<file path="config.mk">
export PLATFORM = sky130hd
export DESIGN_NAME = planificador_elevador
export DESIGN_NICKNAME = d
export VERILOG_FILES = /design/src/rtl/planificador_elevador.sv
export SDC_FILE = /design/constraint.sdc
export NUM_CORES = 1
export LEC_CHECK = 0
export CAP_MARGIN = 20
export CORE_MARGIN = 5
export CORE_UTILIZATION = 50
export CTS_CLUSTER_SIZE = 14
export DETAILED_ROUTE_END_ITERATION = 7
export GPL_TIMING_DRIVEN = 0
export PLACE_DENSITY = 0.83
export SYNTH_ARGS = -nofsm -noshare
export SYNTH_HDL_FRONTEND = slang
export SYNTH_SLANG_ARGS = --single-unit
</file>
<file path="constraint.sdc">
create_clock -name clk -period 2.3 [get_ports clk]
set_input_delay 0.23 -clock clk [delete_from_list [all_inputs] [get_ports clk]]
set_output_delay 0.23 -clock clk [all_outputs]
set_load 0.01 [all_outputs]
</file>
<file path="src/rtl/planificador_elevador.sv">
// SCAN request scheduler and motion sequencer for a three-floor elevator.
// It latches calls per floor, times travel and door intervals, and drives the motor and door commands.
module planificador_elevador #(
    parameter int T_VIAJE  = 8,
    parameter int T_PUERTA = 4
) (
    input  logic       clk,
    input  logic       rst_n,
    input  logic [2:0] llamada,
    output logic       motorsubir,
    output logic       motorbajar,
    output logic       puerta_abierta,
    output logic [1:0] piso_actual,
    output logic [2:0] pendientes,
    output logic       ocupado
);

    typedef enum logic [1:0] {
        REPOSO   = 2'd0,
        SUBIENDO = 2'd1,
        BAJANDO  = 2'd2,
        PUERTA   = 2'd3
    } estado_t;

    localparam logic [7:0] CARGA_VIAJE  = 8'(T_VIAJE - 1);
    localparam logic [7:0] CARGA_PUERTA = 8'(T_PUERTA - 1);

    estado_t    estado, estado_sig;
    logic [1:0] piso, piso_sig, piso_nuevo;
    logic [2:0] pend, pend_sig, borrar;
    logic       dir_subir, dir_subir_sig;
    logic [7:0] timer, timer_sig;
    logic       hay_aqui, hay_arriba, hay_abajo;

    // Request masks by floor code; bit0 is floor 1.
    function automatic logic [2:0] mascara_piso(input logic [1:0] p);
        case (p)
            2'b01:   return 3'b001;
            2'b10:   return 3'b010;
            2'b11:   return 3'b100;
            default: return 3'b000;
        endcase
    endfunction

    function automatic logic [2:0] mascara_arriba(input logic [1:0] p);
        case (p)
            2'b01:   return 3'b110;
            2'b10:   return 3'b100;
            default: return 3'b000;
        endcase
    endfunction

    function automatic logic [2:0] mascara_abajo(input logic [1:0] p);
        case (p)
            2'b10:   return 3'b001;
            2'b11:   return 3'b011;
            default: return 3'b000;
        endcase
    endfunction

    assign hay_aqui   = |(pend & mascara_piso(piso));
    assign hay_arriba = |(pend & mascara_arriba(piso));
    assign hay_abajo  = |(pend & mascara_abajo(piso));

    // NOTE: every variable gets its hold value before the case, so no path can infer a latch.
    always_comb begin
        estado_sig    = estado;
        piso_sig      = piso;
        piso_nuevo    = piso;
        dir_subir_sig = dir_subir;
        timer_sig     = timer;
        borrar        = 3'b000;

        case (estado)
            REPOSO: begin
                if (hay_aqui) begin
                    estado_sig = PUERTA;
                    borrar     = mascara_piso(piso);
                    timer_sig  = CARGA_PUERTA;
                end else if (hay_arriba && (dir_subir || !hay_abajo)) begin
                    estado_sig    = SUBIENDO;
                    dir_subir_sig = 1'b1;
                    timer_sig     = CARGA_VIAJE;
                end else if (hay_abajo) begin
                    estado_sig    = BAJANDO;
                    dir_subir_sig = 1'b0;
                    timer_sig     = CARGA_VIAJE;
                end
            end

            SUBIENDO: begin
                if (timer != 8'd0) begin
                    timer_sig = timer - 8'd1;
                end else if (piso >= 2'b11 || piso == 2'b00) begin
                    estado_sig = REPOSO;
                end else begin
                    piso_nuevo = piso + 2'b01;
                    piso_sig   = piso_nuevo;
                    if (|(pend & mascara_piso(piso_nuevo))) begin
                        estado_sig = PUERTA;
                        borrar     = mascara_piso(piso_nuevo);
                        timer_sig  = CARGA_PUERTA;
                    end else if (|(pend & mascara_arriba(piso_nuevo))) begin
                        timer_sig = CARGA_VIAJE;
                    end else begin
                        estado_sig = REPOSO;
                    end
                end
            end

            BAJANDO: begin
                if (timer != 8'd0) begin
                    timer_sig = timer - 8'd1;
                end else if (piso <= 2'b01) begin
                    estado_sig = REPOSO;
                end else begin
                    piso_nuevo = piso - 2'b01;
                    piso_sig   = piso_nuevo;
                    if (|(pend & mascara_piso(piso_nuevo))) begin
                        estado_sig = PUERTA;
                        borrar     = mascara_piso(piso_nuevo);
                        timer_sig  = CARGA_PUERTA;
                    end else if (|(pend & mascara_abajo(piso_nuevo))) begin
                        timer_sig = CARGA_VIAJE;
                    end else begin
                        estado_sig = REPOSO;
                    end
                end
            end

            PUERTA: begin
                // Calls for the open floor are swallowed for the whole door interval.
                borrar = mascara_piso(piso);
                if (timer == 8'd0) begin
                    estado_sig = REPOSO;
                end else begin
                    timer_sig = timer - 8'd1;
                end
            end

            default: estado_sig = REPOSO;
        endcase
    end

    assign pend_sig = (pend | llamada) & ~borrar;

    // NOTE: sequential state uses non-blocking assignments so all registers update from the same pre-edge values.
    always_ff @(posedge clk or negedge rst_n) begin
        if (!rst_n) begin
            estado    <= REPOSO;
            piso      <= 2'b01;
            pend      <= 3'b000;
            dir_subir <= 1'b1;
            timer     <= 8'd0;
        end else begin
            estado    <= estado_sig;
            piso      <= piso_sig;
            pend      <= pend_sig;
            dir_subir <= dir_subir_sig;
            timer     <= timer_sig;
        end
    end

    assign motorsubir     = (estado == SUBIENDO);
    assign motorbajar     = (estado == BAJANDO);
    assign puerta_abierta = (estado == PUERTA);
    assign piso_actual    = piso;
    assign pendientes     = pend;
    assign ocupado        = (estado != REPOSO) || (pend != 3'b000);

endmodule

</file>
Yosys cells after proc, flatten, opt, wreduce, memory -nomap -nowiden --
Cells that the tools add are included.
Word-level totals: bits in registers 16, output and inout port bits 9, logic and storage cells 132
Operators by class: add/subtract/negate cells 3, $lt $le $gt $ge 2, equality and inequality tests 25, multiplexer cells 62, bitwise logic cells 11, reductions and logical operators 24
Operators with widths (number):
- two-way mux 8 bit | 12
- two-way mux 3 bit | 21
- two-way mux 2 bit | 16
- one-hot mux 8 bit (4 select lines) | 1
- one-hot mux 3 bit (3 select lines) | 3
- bitwise AND 3 bit | 8
- OR reduction 3 bit | 7
- equality test 2 bit, second input constant | 8
- != test 4 bit, second input constant | 3
- one-hot mux 2 bit (2 select lines) | 3
- one-hot mux 3 bit (2 select lines) | 2
- one-hot mux 3 bit (4 select lines) | 1
- AND reduction 6 bit | 2
- != test 2 bit, second input constant | 5
- equality test 2 x 1 -> 1 bit, second input constant | 4
- logical NOT 8 bit | 1
- != test 4 x 1 -> 1 bit, second input constant | 2
- one-hot mux 2 bit (4 select lines) | 1
- nonzero test 8 bit | 1
- subtractor 8 x 1 -> 8 bit, second input constant | 1
- != test 3 bit, second input constant | 2
- nonzero test 2 bit | 3
- AND reduction 5 bit | 1
- logical NOT 2 bit | 2
- other kinds (14) | 17

Depth between registers and ports, before layout --
depth in word-level cells 19, gate-level depth with buffers 8, gate-level depth less buffers 7

Worst setup path before layout --
No wires, ideal clock.
path kind reg-to-reg, start point reg timer[0], end point reg estado[1], data arrival time 2.162 ns, path slack 0.028 ns, stages on the path, launching flop included 9, path buffers 1, path through dfrtp_1 -> inv_1 -> ha_1 -> or3b_1 -> buf_6 -> nor3_4 -> nor2_4 -> or3_4 -> o41ai_1
On the way: cells in the longest elaborated chain, start to end 3, elaborated cells on any way between the ends 6, classes of those cells eq/ne (3); reduce/logical (3)
RTL lines:
- start: declaration | RTL line 32 | logic [7:0] timer, timer_sig;
- start signal: assignment | RTL line 160 | timer <= timer_sig;
- logical NOT 8 bit / nonzero test 8 bit (equally long branches) | RTL line 134, 92, 112
- != test 2 x 1 -> 1 bit (no line) / != test 2 bit (equally long branches)
- AND reduction 6 bit (no line) *
- end signal: assignment | RTL line 156 | estado <= estado_sig;
- end: declaration | RTL line 28 | estado_t estado, estado_sig;
Mark *: on every way between the ends. The rest lies on a longest branch, timed or not. A chain may end at the register's enable or synchronous reset.

Worst setup path in the final report --
start point reg piso[0], in the netlist piso_actual[0], end point reg estado[1]
On the way: cells in the longest elaborated chain, start to end 12, elaborated cells on any way between the ends 66, classes of those cells add/sub (2); order compare (2); eq/ne (12); mux (30); bitwise (7); reduce/logical (13)
RTL lines:
- start: declaration | RTL line 29 | logic [1:0] piso, piso_sig, piso_nuevo;
- start signal: assignment | RTL line 157 | piso <= piso_sig;
- subtractor 2 x 1 -> 2 bit / adder 2 x 1 -> 2 bit (equally long branches) | RTL line 117, 97
- equality test 2 bit, or another cell as far along | RTL line 37, 54
- one-hot mux 3 bit (3 select lines) | RTL line 37 | case (p)
- two-way mux 3 bit (on tied branches) | RTL line 114, 94
- two-way mux 3 bit (on tied branches) | RTL line 112, 92
- two-way mux 3 bit | RTL line 74 | case (estado)
- bitwise AND 3 bit (on tied branches) | RTL line 119, 99
- OR reduction 3 bit (on tied branches) | RTL line 119, 99
- two-way mux 2 bit (on tied branches) | RTL line 119, 99
- two-way mux 2 bit (on tied branches) | RTL line 114, 94
- two-way mux 2 bit (on tied branches) | RTL line 112, 92
- one-hot mux 2 bit (4 select lines) | RTL line 74
Parallel ways exist; a longest one is shown, timed or not. The select of a mux whose other input is x is not followed.

==> run summary <==
• worst-case setup margin in the final layout: -0.0947 ns
• distinct cell type count of the synthesized netlist: 40
• met3 routed WL: 215 um
• peak per-stage delay on the critical path: 0.64 ns
• die footprint: 0.00355 mm^2
• relative max-transition margin: 51.6%
• vias in the first global route: 1223
• initial antenna violation count: 0
• Diodes inserted: 0
• element type at the critical path start: flip-flop
• cell area after placement: 0.00140 mm^2
• post-synthesis sequential area ratio: 32.8%
• total core area: 0.00241 mm^2
• met2 WL post-DR: 2100 um
• number of CTS-inserted buffers: 3
• TritonCTS clock tree: built
• DRT antenna net count: 0
• hold violation count in the final report: 0
• cell family with the largest share of critical-path delay: compound AO/OA/AOI/OAI gates
• mean area per synthesized cell: 8.47 um^2
• shortest period the worst path allows: 2.39 ns
• fraction of synthesized cell area taken by the top area cell type: 28.5%
• Max Cap Viol: 0
• unrepaired setup endpoints after global routing: yes
• maximum level of the CTS H-tree: 1
• Crit. End Element: flip-flop
• most frequent standard cell in the layout excluding fill and tap cells: sky130_fd_sc_hd__nand2_1
• initial standard-cell utilization of the core: 50.9%
• power density relative to cell area: 268 mW/mm^2
• wire length of the first global-routing pass: 5400 um
• worst hold path class: in2async
• worst clock skew: 0.00606 ns
• Req. time, crit path: 2.48 ns
• Final Net Count: 186
• max-slew violation total from the final report: 0
• ys async rst share: 100%
• post-synthesis to final-layout area growth: 35.3%
• vertical die dimension: 59.5 um
• combined area of the multi-input logic cells: 912 um^2
• number of rows created at floorplan: 18
• Routed Wire Length: 4020 um
• clock-pin slew reported for the worst setup and hold paths after clock tree synthesis: 0.10 ns
• slowest library cell on the worst path: sky130_fd_sc_hd__dfstp_2
• routed vias/inst: 6.64
• arrival time at the worst endpoint: 2.58 ns
• Routability Congestion: 0.844
• cell chain of the critical path: inv_4 -> ha_4 -> a22o_1 -> and3_1 -> a22o_1 -> or3_4 -> o41ai_4
• Clock Sink Count: 16
• total overflow reported by the global router: 0
• detailed router's first-iteration violation count: 159
• via count: 1341
• library cell used as clock root buffer: sky130_fd_sc_hd__clkbuf_4
• Clock Tree Buf Depth: 2
• Setup Crit Path Kind: reg2reg
• total power: 445 uW
• final core occ: 68.9%
• remaining design rule violation count: 2
• floorplan die width: 59.5 um
• Synth Flop Type: sky130_fd_sc_hd__dfrtp_1
• Setup violations, final: 2
• cell type contributing the most total cell area after synthesis: sky130_fd_sc_hd__dfrtp_1
• summed area of non-filler cells in the final layout: 0.00166 mm^2
• Gate Count Post-Synth: 145
• insertion delay of the later-clocked pin in the worst-skew pair: 0.29 ns
• area taken by flip-flops and latches: 404 um^2
• synthesized cell area: 0.00123 mm^2
• Yosys Warn Count: 0
• highest metal layer with signal wires: met4
• Pleak: 0.734 nW
• Filler cells: 197
• total track usage: 20.1%
• highest clock rate: 418 MHz
• IR Drop Worst-Case VDD: 0.239 mV
• register bit total from synthesis: 16
• sum of buffers and inverters on the critical path: 1
• crit-path most repeated cell: sky130_fd_sc_hd__a22o_1
• synth top area cells: sky130_fd_sc_hd__dfrtp_1 (29%), sky130_fd_sc_hd__ha_1 (7.1%), sky130_fd_sc_hd__dfstp_2 (4.3%), sky130_fd_sc_hd__nand2_1 (4.3%), sky130_fd_sc_hd__a21oi_1 (4.1%)
• worst-path fanout max: 6
• net count of the mapped netlist: 157
• share of cells above drive strength 1: 23.8%
• Tightest Pin Transition: 0.724 ns
• run status: complete, but fails checks
• largest net degree at the start of global routing: 17
• Post-DP HPWL: 2320 um
• average detailed-routed wire length per instance: 19.9 um
• violations in the final reports: DRC, setup timing
• wire length on met1: 1530 um
• I/O pins: 14
• final period utilization: 104%
• Buffers on Ports: 13
• commonest cells after routing, fill and taps aside: sky130_fd_sc_hd__nand2_1 (14), sky130_fd_sc_hd__dfrtp_1 (13), sky130_fd_sc_hd__clkdlybuf4s50_1 (13), sky130_fd_sc_hd__a21oi_1 (10), sky130_fd_sc_hd__buf_4 (10)
• number of synthesized flops with an enable pin: 0
• DRT Pass-1 Iters: 8
final timing paths:
kind	start	end	slack, ns	cells past startpoint
min reg2reg	dir_subir	dir_subir	0.52	2
max	piso_actual[0]	estado[1]	-0.09	7
min	rst_n	timer[5]	0.36	1
min in group clk	dir_subir	dir_subir	0.52	2
max in group asynchronous	rst_n	piso_actual[1]	1.44	1
max reg2reg	piso_actual[0]	estado[1]	-0.09	7
area by class of cell:
cell class | instances | area share, %
sequential | 16 | 24.3
timing repair buffer | 25 | 13.7
inverter | 7 | 2.03
clock buffer | 3 | 1.36
tap | 30 | 2.26
multi-input combinational | 117 | 54.9
buffer | 4 | 1.36
worst reg2reg max path, stage by stage, from the launching register on:
cell and delay (ns):
sky130_fd_sc_hd__dfstp_2 0.64, sky130_fd_sc_hd__inv_4 0.08, sky130_fd_sc_hd__ha_4 0.19, sky130_fd_sc_hd__a22o_1 0.20, sky130_fd_sc_hd__and3_1 0.17, sky130_fd_sc_hd__a22o_1 0.25, sky130_fd_sc_hd__or3_4 0.42, sky130_fd_sc_hd__o41ai_4 0.34
cells by family after synthesis:
group | synth area share, %
mux | 0.816
fa+ha+maj | 7.14
buf+inv | 4.28
simple gates | 26.0
xor+xnor | 1.43
flops | 32.8
compound gates | 27.5
registers in the layout, summed over array words and instances, names as in the netlist:
register	cells
timer	8
pendientes	3
estado	2
piso_actual	2
dir_subir	1
what timing repair did:
action	CTS	global route
cloned	0	0
hold buffers	0	0
endpoints found under the setup margin	14	11
buffers inserted	4	8
gates resized for setup	3	31
pin swaps	4	13
stage by stage:
step                setup TNS, ns  worst slack (ns)  instances  hold WS (ns)
floorplan                       0            0.0281        145       -0.0656
global placement            -1.92            -0.280        188         0.482
detailed placement          -3.03            -0.343        188         0.501
CTS                       -0.0353           -0.0310        194         0.396
global route               -0.736            -0.146        202         0.417
finish                     -0.151           -0.0947        202         0.364
synth_stat cells, types with 2 or more instances:
master / number
sky130_fd_sc_hd__dfrtp_1: 14
sky130_fd_sc_hd__nand2_1: 14
sky130_fd_sc_hd__a21oi_1: 10
sky130_fd_sc_hd__nor2_1: 8
sky130_fd_sc_hd__ha_1: 7
sky130_fd_sc_hd__inv_1: 7
sky130_fd_sc_hd__o21ai_0: 7
sky130_fd_sc_hd__nand3_1: 6
sky130_fd_sc_hd__a31oi_1: 5
sky130_fd_sc_hd__a22oi_1: 4
sky130_fd_sc_hd__clkbuf_1: 4
sky130_fd_sc_hd__nor2b_1: 4
sky130_fd_sc_hd__nor3_1: 4
sky130_fd_sc_hd__nor4_1: 4
sky130_fd_sc_hd__o31ai_1: 4
sky130_fd_sc_hd__a21o_1: 3
sky130_fd_sc_hd__a222oi_1: 3
sky130_fd_sc_hd__a22o_1: 3
sky130_fd_sc_hd__and3_1: 3
sky130_fd_sc_hd__nand2b_1: 3
sky130_fd_sc_hd__o211ai_1: 3
sky130_fd_sc_hd__dfstp_2: 2
sky130_fd_sc_hd__o21bai_1: 2
sky130_fd_sc_hd__o22ai_1: 2
sky130_fd_sc_hd__o41ai_1: 2
sky130_fd_sc_hd__or3_1: 2
sky130_fd_sc_hd__or4_1: 2
power by group:
group          leakage [nW]        switching (mW)  total, mW  internal, mW
combinational         0.521               0.00611     0.0120       0.00590
sequential            0.199  0.000000000000000390      0.281         0.281
clock                0.0138                0.0907      0.152        0.0609
per-layer routing:
metal | vias to the layer above | track usage [%]
li1 | 603 | -
met1 | 661 | 25.2
met2 | 59 | 32.4
met3 | 18 | 3.05
met4 | 0 | 12.0
met5 | - | 0
Power figures use the tool's default switching activity.
